File: config.mk
export PLATFORM = sky130hd
export DESIGN_NAME = axi_rd_arbiter
export DESIGN_NICKNAME = d
export VERILOG_FILES = /design/src/rtl/axi_rd_arbiter_pkg.sv /design/src/rtl/axi_rd_arbiter_arb_pick.sv /design/src/rtl/axi_rd_arbiter.sv
export SDC_FILE = /design/constraint.sdc
export NUM_CORES = 1
export LEC_CHECK = 0
export ABC_AREA = 1
export BUFFER_PORTS_ARGS = -buffer_cell sky130_fd_sc_hd__buf_2
export CAP_MARGIN = 20
export CORE_AREA = 4 4 106 108
export DETAILED_ROUTE_END_ITERATION = 12
export DIE_AREA = 0 0 110 112
export SYNTH_ARGS = -nofsm -noshare
export SYNTH_HDL_FRONTEND = slang
export SYNTH_SLANG_ARGS = --single-unit
File: constraint.sdc
create_clock -name clk -period 2.45 [get_ports clk]
set_clock_uncertainty 0.1 [all_clocks]
set_input_delay 0.49 -clock clk [delete_from_list [all_inputs] [get_ports clk]]
set_output_delay 0.49 -clock clk [all_outputs]
set_load 0.005 [all_outputs]
File: src/rtl/axi_rd_arbiter_pkg.sv
// Shared definitions for the two-requester AXI4 read arbiter: FSM state
// encodings, grant constants, AXI field constants and grant-selection helpers.
package axi_rd_arbiter_pkg;

    typedef enum logic [1:0] {
        IDLE = 2'd0,
        ADDR = 2'd1,
        DATA = 2'd2
    } state_t;

    localparam logic       GNT_IFU    = 1'b0;
    localparam logic       GNT_LSU    = 1'b1;

    localparam logic [1:0] BURST_INCR = 2'b01;
    localparam logic [2:0] SIZE_WORD  = 3'b010;
    localparam logic [1:0] RESP_OKAY  = 2'b00;

    // Fixed priority: the LSU wins whenever it asks.
    function automatic logic fixed_pick(input logic req0, input logic req1);
        logic pick;
        if (req1) begin
            pick = GNT_LSU;
        end else if (req0) begin
            pick = GNT_IFU;
        end else begin
            pick = GNT_IFU;
        end
        return pick;
    endfunction

    // Round robin: on contention the requester not granted last time wins.
    function automatic logic rr_pick(input logic req0, input logic req1, input logic last);
        logic pick;
        if (req0 && req1) begin
            pick = ~last;
        end else if (req1) begin
            pick = GNT_LSU;
        end else begin
            pick = GNT_IFU;
        end
        return pick;
    endfunction

endpackage

File: src/rtl/axi_rd_arbiter_arb_pick.sv
// arb_pick: combinational grant selection between the instruction cache (req0)
// and the LSU (req1). With ARB_RR_EN defined, a 1-bit last-grant pointer makes
// the choice round robin; otherwise the LSU has fixed priority.
module arb_pick
    import axi_rd_arbiter_pkg::*;
(
`ifdef ARB_RR_EN
    input  logic clk,
    input  logic rst,
    input  logic i_upd,
`endif
    input  logic i_req0,
    input  logic i_req1,
    output logic o_pick
);

`ifdef ARB_RR_EN
    logic r_last;

    // Remember which requester received the most recent grant.
    always_ff @(posedge clk) begin
        if (rst) begin
            r_last <= GNT_IFU;
        end else if (i_upd) begin
            r_last <= o_pick;
        end else begin
            r_last <= r_last;
        end
    end

    // Round-robin choice against the last-grant pointer.
    always_comb begin
        o_pick = rr_pick(i_req0, i_req1, r_last);
    end
`else
    // Fixed-priority choice, LSU first.
    always_comb begin
        o_pick = fixed_pick(i_req0, i_req1);
    end
`endif

endmodule

File: src/rtl/axi_rd_arbiter.sv
// axi_rd_arbiter: shares one downstream AXI4 read channel between the
// instruction cache (m0) and the LSU (m1). Whole transactions are serialised:
// grant in IDLE, one AR handshake in ADDR, all R beats through rlast in DATA.
// Optional macro ARB_RR_EN selects round-robin instead of fixed LSU priority.
module axi_rd_arbiter
    import axi_rd_arbiter_pkg::*;
#(
    parameter int ADDR_W = 32,
    parameter int DATA_W = 32,
    parameter int ID_W   = 4
) (
    input  logic              clk,
    input  logic              rst,

    input  logic              m0_arvalid,
    output logic              m0_arready,
    input  logic [ADDR_W-1:0] m0_araddr,
    input  logic [ID_W-1:0]   m0_arid,
    input  logic [7:0]        m0_arlen,
    input  logic [2:0]        m0_arsize,
    input  logic [1:0]        m0_arburst,
    output logic              m0_rvalid,
    input  logic              m0_rready,
    output logic [DATA_W-1:0] m0_rdata,
    output logic [1:0]        m0_rresp,
    output logic              m0_rlast,
    output logic [ID_W-1:0]   m0_rid,

    input  logic              m1_arvalid,
    output logic              m1_arready,
    input  logic [ADDR_W-1:0] m1_araddr,
    input  logic [ID_W-1:0]   m1_arid,
    input  logic [7:0]        m1_arlen,
    input  logic [2:0]        m1_arsize,
    input  logic [1:0]        m1_arburst,
    output logic              m1_rvalid,
    input  logic              m1_rready,
    output logic [DATA_W-1:0] m1_rdata,
    output logic [1:0]        m1_rresp,
    output logic              m1_rlast,
    output logic [ID_W-1:0]   m1_rid,

    output logic              out_arvalid,
    input  logic              out_arready,
    output logic [ADDR_W-1:0] out_araddr,
    output logic [ID_W-1:0]   out_arid,
    output logic [7:0]        out_arlen,
    output logic [2:0]        out_arsize,
    output logic [1:0]        out_arburst,
    input  logic              out_rvalid,
    output logic              out_rready,
    input  logic [DATA_W-1:0] out_rdata,
    input  logic [1:0]        out_rresp,
    input  logic              out_rlast,
    input  logic [ID_W-1:0]   out_rid
);

    state_t r_state;
    state_t w_next;
    logic   r_gnt;
    logic   w_pick;
    logic   w_any_req;
    logic   w_grant_upd;
    logic   w_g_arvalid;
    logic   w_g_rready;

    assign w_any_req   = m0_arvalid | m1_arvalid;
    assign w_grant_upd = (r_state == IDLE) & w_any_req;

    arb_pick u_arb_pick (
`ifdef ARB_RR_EN
        .clk    (clk),
        .rst    (rst),
        .i_upd  (w_grant_upd),
`endif
        .i_req0 (m0_arvalid),
        .i_req1 (m1_arvalid),
        .o_pick (w_pick)
    );

    // Granted requester's handshake inputs, used by the next-state logic.
    always_comb begin
        if (r_gnt == GNT_LSU) begin
            w_g_arvalid = m1_arvalid;
            w_g_rready  = m1_rready;
        end else begin
            w_g_arvalid = m0_arvalid;
            w_g_rready  = m0_rready;
        end
    end

    // State and grant registers; the grant is latched only when leaving IDLE.
    always_ff @(posedge clk) begin
        if (rst) begin
            r_state <= IDLE;
            r_gnt   <= GNT_IFU;
        end else begin
            r_state <= w_next;
            if (w_grant_upd) begin
                r_gnt <= w_pick;
            end else begin
                r_gnt <= r_gnt;
            end
        end
    end

    // Next-state logic: grant, address handshake, then beats until rlast.
    always_comb begin
        w_next = r_state;
        case (r_state)
            IDLE: begin
                if (w_any_req) begin
                    w_next = ADDR;
                end else begin
                    w_next = IDLE;
                end
            end
            ADDR: begin
                // A withdrawn request abandons the grant without issuing anything.
                if (!w_g_arvalid) begin
                    w_next = IDLE;
                end else if (out_arready) begin
                    w_next = DATA;
                end else begin
                    w_next = ADDR;
                end
            end
            DATA: begin
                if (out_rvalid && w_g_rready && out_rlast) begin
                    w_next = IDLE;
                end else begin
                    w_next = DATA;
                end
            end
            default: begin
                w_next = IDLE;
            end
        endcase
    end

    // Output muxing: AR from the granted requester in ADDR, R to it in DATA,
    // everything else driven to zero.
    always_comb begin
        m0_arready  = 1'b0;
        m1_arready  = 1'b0;
        m0_rvalid   = 1'b0;
        m0_rdata    = {DATA_W{1'b0}};
        m0_rresp    = RESP_OKAY;
        m0_rlast    = 1'b0;
        m0_rid      = {ID_W{1'b0}};
        m1_rvalid   = 1'b0;
        m1_rdata    = {DATA_W{1'b0}};
        m1_rresp    = RESP_OKAY;
        m1_rlast    = 1'b0;
        m1_rid      = {ID_W{1'b0}};
        out_arvalid = 1'b0;
        out_araddr  = {ADDR_W{1'b0}};
        out_arid    = {ID_W{1'b0}};
        out_arlen   = 8'd0;
        out_arsize  = 3'd0;
        out_arburst = 2'd0;
        out_rready  = 1'b0;
        case (r_state)
            IDLE: begin
                out_arvalid = 1'b0;
            end
            ADDR: begin
                if (r_gnt == GNT_LSU) begin
                    out_arvalid = m1_arvalid;
                    out_araddr  = m1_araddr;
                    out_arid    = m1_arid;
                    out_arlen   = m1_arlen;
                    out_arsize  = m1_arsize;
                    out_arburst = m1_arburst;
                    m1_arready  = out_arready;
                end else begin
                    out_arvalid = m0_arvalid;
                    out_araddr  = m0_araddr;
                    out_arid    = m0_arid;
                    out_arlen   = m0_arlen;
                    out_arsize  = m0_arsize;
                    out_arburst = m0_arburst;
                    m0_arready  = out_arready;
                end
            end
            DATA: begin
                if (r_gnt == GNT_LSU) begin
                    m1_rvalid  = out_rvalid;
                    m1_rdata   = out_rdata;
                    m1_rresp   = out_rresp;
                    m1_rlast   = out_rlast;
                    m1_rid     = out_rid;
                    out_rready = m1_rready;
                end else begin
                    m0_rvalid  = out_rvalid;
                    m0_rdata   = out_rdata;
                    m0_rresp   = out_rresp;
                    m0_rlast   = out_rlast;
                    m0_rid     = out_rid;
                    out_rready = m0_rready;
                end
            end
            default: begin
                out_rready = 1'b0;
            end
        endcase
    end

endmodule

Word level (Yosys, flattened, before mapping)
Cells that the tools add are included.
{"block": "op_classes", "eq_ne": 2, "mux": 44, "bitwise_logic": 2, "reduce_logical": 3}
{"op": "2-to-1 mux 32 bit", "count": 6}
{"op": "2-to-1 mux 4 bit", "count": 6}
{"op": "2-to-1 mux 1 bit", "count": 18}
{"op": "2-to-1 mux 2 bit", "count": 9}
{"op": "2-to-1 mux 8 bit", "count": 2}
{"op": "2-to-1 mux 3 bit", "count": 2}
{"op": "case mux 2 bit (3 select lines)", "count": 1}
{"op": "equality test 2 x 1 -> 1 bit (second input constant)", "count": 1}
{"op": "equality test 2 bit (second input constant)", "count": 1}
{"op": "logical AND 1 bit", "count": 2}
{"op": "logical NOT 2 bit", "count": 1}
{"op": "bitwise AND 1 bit", "count": 1}
{"op": "bitwise OR 1 bit", "count": 1}
{"block": "totals", "reg_bits": 3, "output_inout_bits": 133, "inputBits": 145, "wordCells": 53}

Logic depth before layout (Yosys ltp)
Gate-level depths: netlist (run 1).
{"block": "logic_depth", "ltp_word": 5, "ltp_mapped": 7, "ltp_nobuf": 6}

Hierarchy
Synthesis (run 1) repeated with hierarchy kept, for this count alone.
{"block": "hier_totals", "hier_cells": 329, "area_unflattened_um2": 1492.7}
{"mod": "axi_rd_arbiter", "cells_each": 328, "n_inst": 1, "area_per_inst_um2": 1485.2, "seq_area_each_um2": 60.1}
{"mod": "arb_pick", "cells_each": 1, "n_inst": 1, "area_per_inst_um2": 7.5, "seq_area_each_um2": 0.0}

Least setup slack after synthesis (run 1)
No wires, ideal clock.
{"block": "synth_path", "path_kind": "flip-flop to output port", "start": "reg r_gnt", "end": "out out_araddr[22]", "path_stages_with_launch": 6, "path_slack_ns": 0.974, "n_path_buf": 2, "arrival_time_ns": 0.886, "path_cell_list": "dfxtp_1 buf_4 inv_2 buf_2 nand2_1 a21oi_1"}
{"block": "synth_between", "elab_chain_len": 2}
{"element": "start: declaration", "line": "axi_rd_arbiter.sv:60", "source": "logic r_gnt;"}
{"element": "start signal: assignment", "line": "axi_rd_arbiter.sv:100", "source": "r_gnt <= w_pick;"}
{"element": "start signal: assignment", "line": "axi_rd_arbiter.sv:102", "source": "r_gnt <= r_gnt;"}
{"element": "2-to-1 mux 32 bit", "line": "axi_rd_arbiter.sv:168", "source": "if (r_gnt == GNT_LSU) begin"}
{"element": "2-to-1 mux 32 bit", "line": "axi_rd_arbiter.sv:163", "source": "case (r_state)"}
{"element": "end: declaration", "line": "axi_rd_arbiter.sv:45", "source": "output logic [ADDR_W-1:0] out_araddr,"}
Every way passes these cells.

Worst setup path in the final report (run 1)
{"block": "layout_path", "start": "reg r_state[0]", "end": "out out_araddr[15]"}
{"block": "layout_between", "elab_chain_len": 2}
{"element": "start: declaration", "line": "axi_rd_arbiter.sv:58", "source": "state_t r_state;"}
{"element": "start signal: assignment", "line": "axi_rd_arbiter.sv:98", "source": "r_state <= w_next;"}
{"element": "equality test 2 x 1 -> 1 bit", "line": "axi_rd_arbiter.sv:163"}
{"element": "2-to-1 mux 32 bit", "line": "axi_rd_arbiter.sv:163"}
Every way passes these cells.

==> impl.org, run 1 <==
** Worst setup path
- For the worst setup path, the data required time is 1860 ps.
- The setup check on the worst reg-to-reg path leaves a slack of 1190 ps.
- The worst register-to-register path ends at r_state[1].
- The worst register-to-register path has a depth of 6.
- The worst setup path is launched from a register.
- Of all nets on the critical path, the largest fanout is 35.
- STA classifies the critical path endpoint as an output port.
- Reg2reg start :: r_gnt
- Class of the most critical setup path :: register to output port
- The critical path starts at r_state[0].
- Data arrives at the worst endpoint at 1570 ps.

** Layout
- Once layout is done, the placed cells without fillers occupy 2949 µm².
- Number of inserted diodes :: 0
- The filler cells instantiated in the layout total 1219.
- The multi-input combinational cells in the finished layout cover a total of 1035 µm².
- Area taken by flip-flops and latches :: 61.31 µm²
- Layout-stage area growth over the synthesis result :: 110.4%
- Fraction of final layout cells with drive strength greater than 1 :: 49.50%
- Cell Count, Final, Fillers Out :: 732
- Number of nets in the finished design :: 742

** Drt
- The count of nets left with antenna violations once routing finished came out at 0.
- Highest layer used for signal routing :: met4
- Detailed routing inserted a total of 2900 vias.
- The detailed router put a total of 3116 µm of wire on met1.
- Drt drc :: 0
- Wire length after detailed routing :: 8752 µm
- Wirelength per Cell :: 11.96 µm
- Detailed routing placed a total of 1034 µm of wire on met3.
- Avg Vias per Cell :: 3.962
- Initial DRT Pass Iterations :: 5
- Total length of routed met2 wires :: 4518 µm
- Initial drt markers :: 169

** Timing
- Setup repair after global routing left no endpoint under its margin.
- Min cycle time layout :: 2165 ps
- Final worst-path setup slack :: 285.0 ps
- Adding up every negative setup slack in the final design gives 0 ps.
- The number of max-slew violations in the final report is 0.
- Number of setup violations in the final report :: 0
- For the pin with the worst max-slew slack, the measured transition is 615.3 ps.
- The final hold violation count came to 0.
- The worst path uses 88.37% of the clock period.
- Maximum achievable frequency :: 461.9 MHz
- Slew margin rel. :: 58.92%

** Yosys
- Sequential share of the synthesized area :: 4.286%
- Cell count after synthesis :: 330
- Synth Area per Inst :: 4.246 µm²
- Dominant cells by area after synthesis :: sky130_fd_sc_hd__nand2_1 (30%), sky130_fd_sc_hd__nor2_1 (22%), sky130_fd_sc_hd__a21oi_1 (19%)
- Async set-reset flop share out of synthesis :: 0%
- Synthesis-stage register bit count :: 3
- Yosys printed 0 warnings.
- By instance count, the leading cell after synthesis is sky130_fd_sc_hd__nand2_1.
- The synthesized design devotes to its leading area cell type 29.73% of total area.
- The number of different library cells used by synthesis comes to 13.
- Total nets after synthesis :: 475
- Number of enable-type register cells in the synthesized netlist :: 0
- Summed over all instances, the cell type with the most area after synthesis is sky130_fd_sc_hd__nand2_1.
- Summing every instance area after synthesis gives 1401 µm².
- Top flip-flop cell by instance count after synthesis :: sky130_fd_sc_hd__dfxtp_1
- Commonest cells in the netlist :: sky130_fd_sc_hd__nand2_1 (111), sky130_fd_sc_hd__nor2_1 (83), sky130_fd_sc_hd__a21oi_1 (52)

** Global route
- For this run, the total global-route usage over all layers was measured as 12.44%.
- The number of global-route vias before repair was 2742.
- The initial antenna violation count was 0.
- Congestion Overflow GR :: 0
- Largest net degree at the start of global routing :: 41
- The first global-routing pass estimated 12360 µm of wire.

** Min path
- The startpoint identified for the worst hold timing path is rst.
- The worst hold path was traced through 2 stages.
- The worst hold path terminates at r_state[1].
- The min-delay analysis places its worst path in the category primary input to register.

** Placed design
- Detailed placement ended at an HPWL of 7465 µm.
- Pre-CTS setup slack :: 495.6 ps
- Once placement completed, the tool counted placed cells totaling 728.
- The congestion estimate from routability-driven global placement came to 0.8703.
- Buffers placed on the I/O ports in this run total 277.
- The placed instances occupy a cell area of 2904 µm².

** Floorplanning
- Area of the die :: 12320 µm²
- Once the floorplan was initialized, standard cells occupied 13.70% of the core.
- The die is 110 µm wide.
- Measured along the y axis, the die boundary spans 112 µm.
- After floorplanning, the core was divided into 37 placement rows.
- 278 I/O pins were placed.
- Core Area :: 10230 µm²

** Pwr
- Static power due to leakage :: 2.150 nW
- For this design the ratio of total power to cell area is 225.0 nW/µm².
- Peak ir drop on the vdd network :: 120.5 µV
- Total power :: 663.5 µW

** CTS
- Clk slew on worst S/H paths :: 30 ps
- Clk Latency, worst-skew pair :: 220 ps
- In this run the number of H-tree levels came out at 1.
- The number of hold buffers added after CTS was 0.
- # resized after CTS :: 0
- The tree is rooted in a sky130_fd_sc_hd__clkbuf_8.
- Number of clock buffers inserted by TritonCTS :: 3
- Sink Count :: 3
- Once the clock tree was built, the setup fixing pass inserted 0 buffers.
- CTS tree :: done
- Clock buffer depth :: 2

** Run
- Max-Cap Viols :: 0

** Outcome
- The flow ran to the end, and the final reports show no timing, DRC or antenna violations.
[area by class of cell]
| cell class | count | area share [%] |
|---|---|---|
| sequential | 3 | 2.079 |
| multi-input combinational | 254 | 35.09 |
| timing repair buffer | 286 | 49.30 |
| inverter | 49 | 6.237 |
| clock buffer | 4 | 1.527 |
| tap | 136 | 5.770 |
[metal layers]
metal  vias to the layer above  GRT usage (%)
met5                         -              0
met4                         0          3.076
met3                         6          1.913
met2                       185          25.08
met1                      1201          12.84
li1                       1508              -
[cells by family after synthesis]
logic type	count (synthesis)	synth area share [%]
simple gates	201	54.73
buf+inv	73	21.88
compound gates	53	19.11
flops	3	4.286
[power breakdown]
group	switching, mW	internal, mW
Sequential	0.00392	0.0540
Combinational	0.254	0.206
Clock	0.0340	0.111
Total	0.292	0.371
[critical path: stages, from the launching register on]
cell	delay (ps)
sky130_fd_sc_hd__dfxtp_1	310
sky130_fd_sc_hd__inv_2	60
sky130_fd_sc_hd__nor2_2	50
sky130_fd_sc_hd__inv_2	440
sky130_fd_sc_hd__buf_4	290
sky130_fd_sc_hd__a21oi_1	60
sky130_fd_sc_hd__buf_2	130
[sequential cells by signal, summed over array words and instances (netlist names)]
name,count
r_gnt,1
r_state,2
[cell usage in the layout (no fill, tap or decap), drive strengths merged]
| cell | instances |
|---|---|
| dfxtp | 3 |
| buf | 286 |
| a21oi | 52 |
| and2 | 1 |
| nor2 | 85 |
| nand3 | 2 |
| inv | 49 |
| nor3 | 2 |
| nand2 | 111 |
| clkbuf | 4 |
| o21bai | 1 |
[how the worst max path moves through the flow]
stage | endpoint | slack, ps | cells after the start
5_1_grt | out_arlen[0] | 160 | 6
3_5_place_dp | out_araddr[15] | 500 | 6
6_report | out_araddr[15] | 290 | 6
2_1_floorplan | out_araddr[22] | 970 | 5
3_3_place_gp | out_araddr[15] | 500 | 6
4_1_cts | out_araddr[15] | 260 | 6
[stage by stage]
| stage | utilization (%) | hold slack, ps |
|---|---|---|
| final | 28.82 | 368.4 |
| after global routing | 28.82 | 376.2 |
| after CTS | 28.82 | 368.6 |
| after detailed placement | 28.38 | 462.9 |
| after global placement | 28.38 | 457.9 |
| after floorplan | - | 432.3 |
Note: power is estimated with default switching activity, not from simulation.
==> inputs of run 2 (changes only) <==
--- a/config.mk
+++ b/config.mk
@@ -11,6 +11,7 @@
 export CORE_AREA = 4 4 106 108
 export DETAILED_ROUTE_END_ITERATION = 12
 export DIE_AREA = 0 0 110 112
+export MAX_ROUTING_LAYER = met4
 export SYNTH_ARGS = -nofsm -noshare
 export SYNTH_HDL_FRONTEND = slang
 export SYNTH_SLANG_ARGS = --single-unit
==> run 2 against run 1 <==
Global-route usage grew 0.36 points. Setup slack improved by 4.2 ps. Cell count is the same. Sequential power is essentially flat. Die area unchanged. Critical path type unchanged. Design area unchanged. Critical path depth stayed put. Sequential share of layout area did not move. Via count increased by 0.28%. Largest cell class unchanged. Utilization unchanged. Power about the same.
==> impl.org, run 2 (same netlist as run 1, synthesis figures left out) <==
** CTS
- The clock latency of the later-clocked register in the worst-skew pair is 220 ps (about the same).
- Sink Count :: 3 (unchanged)
- Clk Tree Root Cell :: sky130_fd_sc_hd__clkbuf_8
- The post-CTS repair timing setup buffer count is 0 (unchanged).
- The count of instances resized after the clock tree is built came to 0 (unchanged).
- The total CTS buffers is 3 (unchanged).
- TritonCTS built the clock tree.
- Clock buffer depth :: 2 (unchanged)
- H-tree depth :: 1 (unchanged)
- CTS Hold Bufs :: 0 (unchanged)
- The post-CTS clock slew at the launch and capture registers of the worst setup and hold paths is 30 ps (about the same).

** Floorplanning
- The number of ports placed on the die boundary came to 278 (unchanged).
- The die area is 12320 µm² (unchanged).
- Row count :: 37 (unchanged)
- The starting density of the core came to 13.70% (unchanged).
- The area inside the core boundary came to 10230 µm² (unchanged).
- The width of the die was 110 µm (unchanged).
- Overall die height :: 112 µm (unchanged)

** Pwr
- The post-layout total power is 664.2 µW (about the same).
- The maximum VDD drop was 121.6 µV (+0.96%).
- Static power due to leakage :: 2.150 nW (unchanged)
- Pwr/cell area :: 225.2 nW/µm² (about the same)

** Worst setup path
- Worst endpoint required time :: 1860 ps (about the same)
- The signal arrival time at the worst endpoint came to 1570 ps (about the same).
- The critical path starts at r_state[0].
- Class of the most critical setup path :: register to output port
- The depth of the worst register-to-register path was 6 (unchanged).
- Worst setup path end :: out_araddr[15]
- Crit-path max FO :: 35 (unchanged)
- STA classifies the critical path startpoint as a register.
- The worst setup path is captured at an output port.
- Reg2reg start :: r_gnt
- The register-to-register setup slack came to 1190 ps (about the same).
- The worst register-to-register path ends at r_state[1].

** Timing
- Slew at the pin closest to its max-slew limit :: 612.4 ps (-2.863 ps)
- The final hold violation count is 0 (unchanged).
- Max-slew violations :: 0 (unchanged)
- The total negative setup slack was 0 ps (unchanged).
- Period utilization :: 88.19% (-0.17 points)
- The setup slack of the critical path after layout is 289.2 ps (+4.200 ps).
- Min cycle time layout :: 2161 ps (-4.200 ps)
- Maximum achievable frequency :: 462.8 MHz (+0.19%)
- The final number of setup-violating endpoints was 0 (unchanged).
- Slew margin rel. :: 59.11% (+0.19 points)
- Setup repair after global routing left no endpoint under its margin.

** Placed design
- Pre-CTS setup slack :: 495.6 ps (unchanged)
- The weighted congestion at the end of routability-driven global placement is 0.8845 (+1.6%).
- The HPWL reported at the end of detailed placement is 7465 µm (unchanged).
- The total of buffers placed on input and output ports came to 277 (unchanged).

** Global route
- The first-pass GRT wire length was 12350 µm (about the same).
- The sum of overflow across all layers after global routing was 0 (unchanged).
- The pin count of the biggest net entering global routing is 41 (unchanged).
- The initial antenna violation count is 0 (unchanged).
- Vias in the first global route :: 2738 (-0.15%)
- GRT Total Usage :: 12.80% (+0.36 points)

** Drt
- Wirelength per Cell :: 11.98 µm (+0.16%)
- Initial DRT Pass Iterations :: 4 (-1)
- Drt drc :: 0 (unchanged)
- The total number of vias was 2908 (+0.28%).
- Initial drt markers :: 155 (-8.3%)
- The count of antenna-violating nets left after detailed routing came to 0 (unchanged).
- Wire length after detailed routing :: 8766 µm (+0.16%)
- The detail-routed via count per cell came to 3.973 (+0.28%).

** Layout
- Number of inserted diodes :: 0 (unchanged)
- Leaving out fill and tap cells, the most frequent cells in the layout are sky130_fd_sc_hd__buf_2 (277), sky130_fd_sc_hd__nand2_1 (111), sky130_fd_sc_hd__nor2_1 (83), sky130_fd_sc_hd__a21oi_1 (52), sky130_fd_sc_hd__inv_1 (46).
- The share of layout cells above drive strength 1 was 49.50% (unchanged).
- Max FFs per register :: 2 (unchanged)
- The number of fillers in the final layout came to 1219 (unchanged).
- Layout-stage area growth over the synthesis result :: 110.4% (unchanged)
- Layout Utilization :: 28.82% (unchanged)
- Leading cell type in the layout, fill and taps excluded :: sky130_fd_sc_hd__buf_2
- Counting flops per register, the top entry is r_state.
- Number of nets in the finished design :: 742 (unchanged)
- The largest registers in the layout are r_state (2), r_gnt (1).

** Run
- Max-Cap Viols :: 0 (unchanged)

** Min path
- Worst hold path type :: primary input to register

** Outcome
- Outcome :: finished clean
-- run 2: cell counts in the layout (fill, tap and decap cells not counted) --
Identical to the previous run, type by type.
-- run 2: layout make-up --
type	instances	area (µm²)	area share [%]
Inverter	49	183.9	6.237
Multi-Input combinational cell	254	1035	35.09
Tap cell	136	170.2	5.770
Timing Repair Buffer	286	1454	49.30
Clock buffer	4	45.04	1.527
Sequential cell	3	61.31	2.079
-- run 2: power by group --
group | switching (mW) | total (mW) | leakage, nW | internal, mW
registers | 0.00392 | 0.0579 | 0.0251 | 0.0540
logic | 0.254 | 0.460 | 2.10 | 0.206
clock network | 0.0349 | 0.146 | 0.0228 | 0.111
total | 0.293 | 0.664 | 2.15 | 0.372
-- run 2: per-layer routing --
| layer | vias to the layer above | part of all wire [%] | track usage, % |
|---|---|---|---|
| li1 | 1508 | - | - |
| met1 | 1208 | 36 | 13.22 |
| met2 | 184 | 52 | 25.12 |
| met3 | 8 | 11 | 1.217 |
| met4 | 0 | 1.0 | 3.076 |
| met5 | - | 0 | - |
-- run 2: worst min path at each step --
stage,slack (ps),start,endpoint,cells after the start
global route,380,rst,r_state[0],2
floorplan,430,r_state[1],r_state[0],3
global placement,460,r_state[1],r_state[1],3
detailed placement,460,r_state[1],r_state[0],3
CTS,370,rst,r_state[1],2
finish,370,rst,r_state[1],2
-- run 2: metrics by stage --
| step | hold slack (ps) | std cells | instance area (µm²) |
|---|---|---|---|
| detailed placement | 462.9 | 728 | 2904 |
| finish | 370.8 | 732 | 2949 |
| CTS | 368.6 | 732 | 2949 |
| floorplan | 432.3 | 330 | 1401 |
| global route | 376.2 | 732 | 2949 |
| global placement | 457.9 | 728 | 2904 |
-- run 2: worst max-delay path: stages, from the launching register on --
cell and delay (ps):
sky130_fd_sc_hd__dfxtp_1 310, sky130_fd_sc_hd__inv_2 60, sky130_fd_sc_hd__nor2_2 50, sky130_fd_sc_hd__inv_2 440, sky130_fd_sc_hd__buf_4 280, sky130_fd_sc_hd__a21oi_1 60
sky130_fd_sc_hd__buf_2 130
==> inputs of run 3 (changes only) <==
--- a/config.mk
+++ b/config.mk
@@ -5,9 +5,8 @@
 export SDC_FILE = /design/constraint.sdc
 export NUM_CORES = 1
 export LEC_CHECK = 0
-export ABC_AREA = 1
 export BUFFER_PORTS_ARGS = -buffer_cell sky130_fd_sc_hd__buf_2
-export CAP_MARGIN = 20
+export CAP_MARGIN = 10
 export CORE_AREA = 4 4 106 108
 export DETAILED_ROUTE_END_ITERATION = 12
 export DIE_AREA = 0 0 110 112
==> run 3 against run 2 <==
Register-to-register slack worse by 220 ps. Clock-buffer cell count stayed put. Cell count is 14% lower. Combinational power is 6.3% lower. Power is 4.6% lower. Utilization is 1.3 points higher. Clock power is 3% lower. Setup slack better by 58 ps. Sequential share of layout area hardly changed. Synthesized cell count is 32% lower. Worst hold slack worse by 0.51 ps. Critical endpoint is now m1_rdata[3].
==> impl.org, run 3 <==
** Drt
- Drt drc :: 0 (unchanged)
- Antenna-violating nets left :: 0 (unchanged)
- Initial DRT Pass Iterations :: 4 (unchanged)
- Avg Vias per Cell :: 3.879 (-2.4%)
- Initial drt markers :: 84 (-46%)
- Wirelength per Cell :: 11.52 µm (-3.8%)
- The total number of vias is 2432 (-16%).
- Wire length after detailed routing :: 7225 µm (-18%)

** Pwr
- Switching part of the total power :: 36.80% (-7.3 points)
- Peak ir drop on the vdd network :: 118.2 µV (-2.8%)
- The standby leakage power is 1.926 nW (-10%).
- The internal cell power is 400.5 µW (+7.8%).
- Total power :: 633.7 µW (-4.6%)
- Share of power burned in combinational logic :: 68.1% (-1.2 points)
- The clock share of power came to 22.3% (+0.3 points).
- The power spent charging and discharging nets was 233.2 µW (-20%).
- Part of the power in registers :: 9.7% (+1.0 points)
- Pwr/cell area :: 205.5 nW/µm² (-8.7%)

** Placed design
- The HPWL reported at the end of detailed placement is 6295 µm (-16%).
- The total of buffers placed on input and output ports was 277 (unchanged).
- Last weighted congestion value of the routability-driven placer :: 0.8101 (-8.4%)
- The cell count after placement came to 623 (-14%).

** Layout
- Max FFs per register :: 2 (unchanged)
- Registers with the most flip-flops :: r_state (2), r_gnt (1)
- Number of inserted diodes :: 0 (unchanged)
- Filler cell count :: 1173 (-3.8%)
- The count of placed standard cells in the final layout, fillers left out was 627 (-14%).
- The library cell used most frequently in the layout, excluding fill and tap cells, is sky130_fd_sc_hd__buf_2.
- Compared with the post-synthesis result, the final layout area differs by 100.2%.
- Number of nets in the finished design :: 637 (-14%)
- Largest register by flop count :: r_state
- The top cell types in the final layout, fill and taps aside, are sky130_fd_sc_hd__buf_2 (277), sky130_fd_sc_hd__and2_1 (80), sky130_fd_sc_hd__nor2_1 (52), sky130_fd_sc_hd__mux2i_1 (51).
- Fraction of final layout cells with drive strength greater than 1 :: 59.27% (+9.8 points)

** CTS
- The post-cts hold buffer count came to 0 (unchanged).
- Clock buffer depth :: 2 (unchanged)
- The maximum level of the CTS H-tree was 1 (unchanged).
- # resized after CTS :: 0 (unchanged)
- The post-CTS repair timing setup buffer count came to 0 (unchanged).
- CTS tree :: done
- Clk Tree Root Cell :: sky130_fd_sc_hd__clkbuf_8
- Clk Latency, worst-skew pair :: 210 ps (about the same)
- The CTS sink count is 3 (unchanged).
- The total CTS buffers came to 3 (unchanged).
- Clk slew on worst S/H paths :: 30 ps (about the same)

** Worst setup path
- The buffering stage count on the worst path with inverters included is 2 (-2).
- Among all stages on the critical path, the largest delay is contributed by sky130_fd_sc_hd__dfxtp_1.
- The worst setup path is captured at an output port.
- Crit-path max FO :: 29 (-17%)
- Class of the most critical setup path :: register to output port
- The signal arrival time at the worst endpoint came to 1510 ps (-60 ps).
- List of cells traversed by the critical path :: nand2b_2, nor2_4, buf_12, and2_1, buf_2
- CP top delay family :: simple AND/OR/NAND/NOR gates
- Cells on worst reg2reg path :: 4 (-2)
- STA classifies the critical path startpoint as a register.
- The longest individual stage delay on the worst path was 360 ps (-80 ps).
- Number of gates on the worst path with buffers counted :: 5 (-1)
- The worst path required time came to 1860 ps (about the same).

** Yosys
- Adder and majority gate portion of the synthesized area :: 0% (unchanged)
- The area share of and/or/nand/nor cells after synthesis was 50.04% (-4.7 points).
- The commonest cells after synthesis are sky130_fd_sc_hd__and2_1 (80), sky130_fd_sc_hd__nor2_1 (52), sky130_fd_sc_hd__mux2i_1 (51).
- The gate count after technology mapping was 225 (-32%).
- Compound-cell area share of the yosys netlist :: 3.574% (-16 points)
- Post-synth top area share :: 33.14% (+3.4 points)
- The fraction of registers with async set or reset after synthesis is 0% (unchanged).
- Area of the mapped netlist :: 1540 µm² (+9.9%)
- The register area share after synthesis is 3.899% (-0.39 points).
- For this run, the leading register cell type out of synthesis is sky130_fd_sc_hd__dfxtp_1.
- Most repeated cell in the gate-level netlist after synthesis :: sky130_fd_sc_hd__and2_1
- Dominant cells by area after synthesis :: sky130_fd_sc_hd__mux2i_1 (33%), sky130_fd_sc_hd__and2_1 (32%), sky130_fd_sc_hd__nor2_1 (13%)
- Biggest area consumer among synthesized cells :: sky130_fd_sc_hd__mux2i_1
- The mux cell area share after synthesis came to 33.14% (+33 points).
- The net count after synthesis is 370 (-22%).
- Number of enable-type register cells in the synthesized netlist :: 0 (unchanged)
- Synthesis-stage register bit count :: 3 (unchanged)
- Number of library cell types mapped by synthesis :: 23 (+10)
- The number of warnings printed during yosys synthesis was 0 (unchanged).
- Synth Area per Inst :: 6.845 µm² (+61%)
- Main combinational cell family by area after synthesis :: simple AND/OR/NAND/NOR gates
- Area share of xor/xnor cells in the synthesized design :: 0% (unchanged)

** Min path
- The cell count of the worst hold path came to 2 (unchanged).
- In this run the worst hold path is classified as primary input to register.

** Global route
- Number of antenna violations at the first check in global routing :: 0 (unchanged)
- Largest net degree at the start of global routing :: 41 (unchanged)
- The number of global-route vias before repair is 2273 (-17%).
- Wire length of the first global-routing pass :: 10240 µm (-17%)
- The combined global-route utilization of all metal layers is 10.56% (-2.2 points).
- The sum of overflow across all layers after global routing came to 0 (unchanged).

** Timing
- The final hold violation count came to 0 (unchanged).
- The fmax came to 475.6 MHz (+2.8%).
- The slew at the pin closest to its max-slew limit came to 357.5 ps (-254.9 ps).
- Min cycle time layout :: 2103 ps (-58.19 ps)
- Setup repair after global routing missed its margin :: no
- The share of the clock period used by the worst path was 85.82% (-2.4 points).
- The total negative setup slack was 0 ps (unchanged).
- The headroom to the max-slew limit is 76.17% (+17 points).
- The final number of setup-violating endpoints is 0 (unchanged).
- The number of max-slew violations in the final report was 0 (unchanged).

** Floorplanning
- Floorplan die width :: 110 µm (unchanged)
- The starting density of the core was 15.05% (+1.4 points).
- Area of the die :: 12320 µm² (unchanged)
- The number of ports placed on the die boundary is 278 (unchanged).
- The cell row count came to 37 (unchanged).
- Overall die height :: 112 µm (unchanged)
- The area inside the core boundary is 10230 µm² (unchanged).

** Run
- The max-cap violation count came to 0 (unchanged).

** Outcome
- The run finished with clean final reports.
## run 3: changes by cell type after synthesis, moves of 3 or more
cell                       before  now
sky130_fd_sc_hd__and2_1         1   80
sky130_fd_sc_hd__buf_4          1    4
sky130_fd_sc_hd__nand2_1      111    3
sky130_fd_sc_hd__buf_2         23    6
sky130_fd_sc_hd__inv_2          3    0
sky130_fd_sc_hd__buf_6          0    5
sky130_fd_sc_hd__a21oi_1       52    2
sky130_fd_sc_hd__nor2_1        83   52
sky130_fd_sc_hd__mux2i_1        0   51
sky130_fd_sc_hd__inv_1         46    1
sky130_fd_sc_hd__clkbuf_2       0    4
## run 3: worst reg2reg max path, delay by kind of cell, from the launching register on
kind / cells / cell delay [ps]
mux: 1 / 280
compound gates: 2 / 350
buf+inv: 1 / 290
flops: 1 / 370
## run 3: through the flow
stage               instance area (µm²)  hold WS [ps]  utilization, %  worst slack [ps]
floorplan                          1540         416.7               -             879.8
global placement                   3038         473.5           29.69             553.8
detailed placement                 3038         468.6           29.69             553.3
CTS                                3083         367.4           30.13             319.3
global route                       3083         374.0           30.13             228.4
finish                             3083         370.3           30.13             347.4
## run 3: final timing paths
check	slack (ps)	end	start
worst max-delay path	350	m1_rdata[3]	r_state[0]
worst min-delay path	370	r_gnt	rst
worst min register to register	480	r_state[1]	r_state[0]
worst max register to register	970	r_state[1]	r_gnt
## run 3: power groups by stage
stage / combinational (mW) / sequential (mW) / clock [mW]
floorplan: 0.219 / 0.0583 / 0
global placement: 0.437 / 0.0621 / 0
detailed placement: 0.439 / 0.0619 / 0
CTS: 0.441 / 0.0614 / 0.148
global route: 0.483 / 0.0623 / 0.154
finish: 0.431 / 0.0613 / 0.141
## run 3: logic make-up after synthesis
group / after synthesis
buf+inv: 21
compound gates: 7
flops: 3
simple gates: 143
mux: 51
## run 3: layout make-up
type	count	area [µm²]	area share (%)
inverter	1	3.754	0.1218
sequential	3	63.81	2.070
clock buffer	4	45.04	1.461
tap	136	170.2	5.519
timing repair buffer	282	1461	47.40
multi-input combinational	201	1339	43.43
## run 3: metal layers
| metal | wire [µm] | global-route usage, % | up-vias | share of wire (%) |
|---|---|---|---|---|
| met5 | 0 | - | - | 0 |
| met4 | 19 | 2.411 | 0 | 0.26 |
| met3 | 904 | 2.435 | 2 | 13 |
| met2 | 3785 | 20.47 | 156 | 52 |
| met1 | 2515 | 10.31 | 1017 | 35 |
| li1 | - | - | 1257 | - |
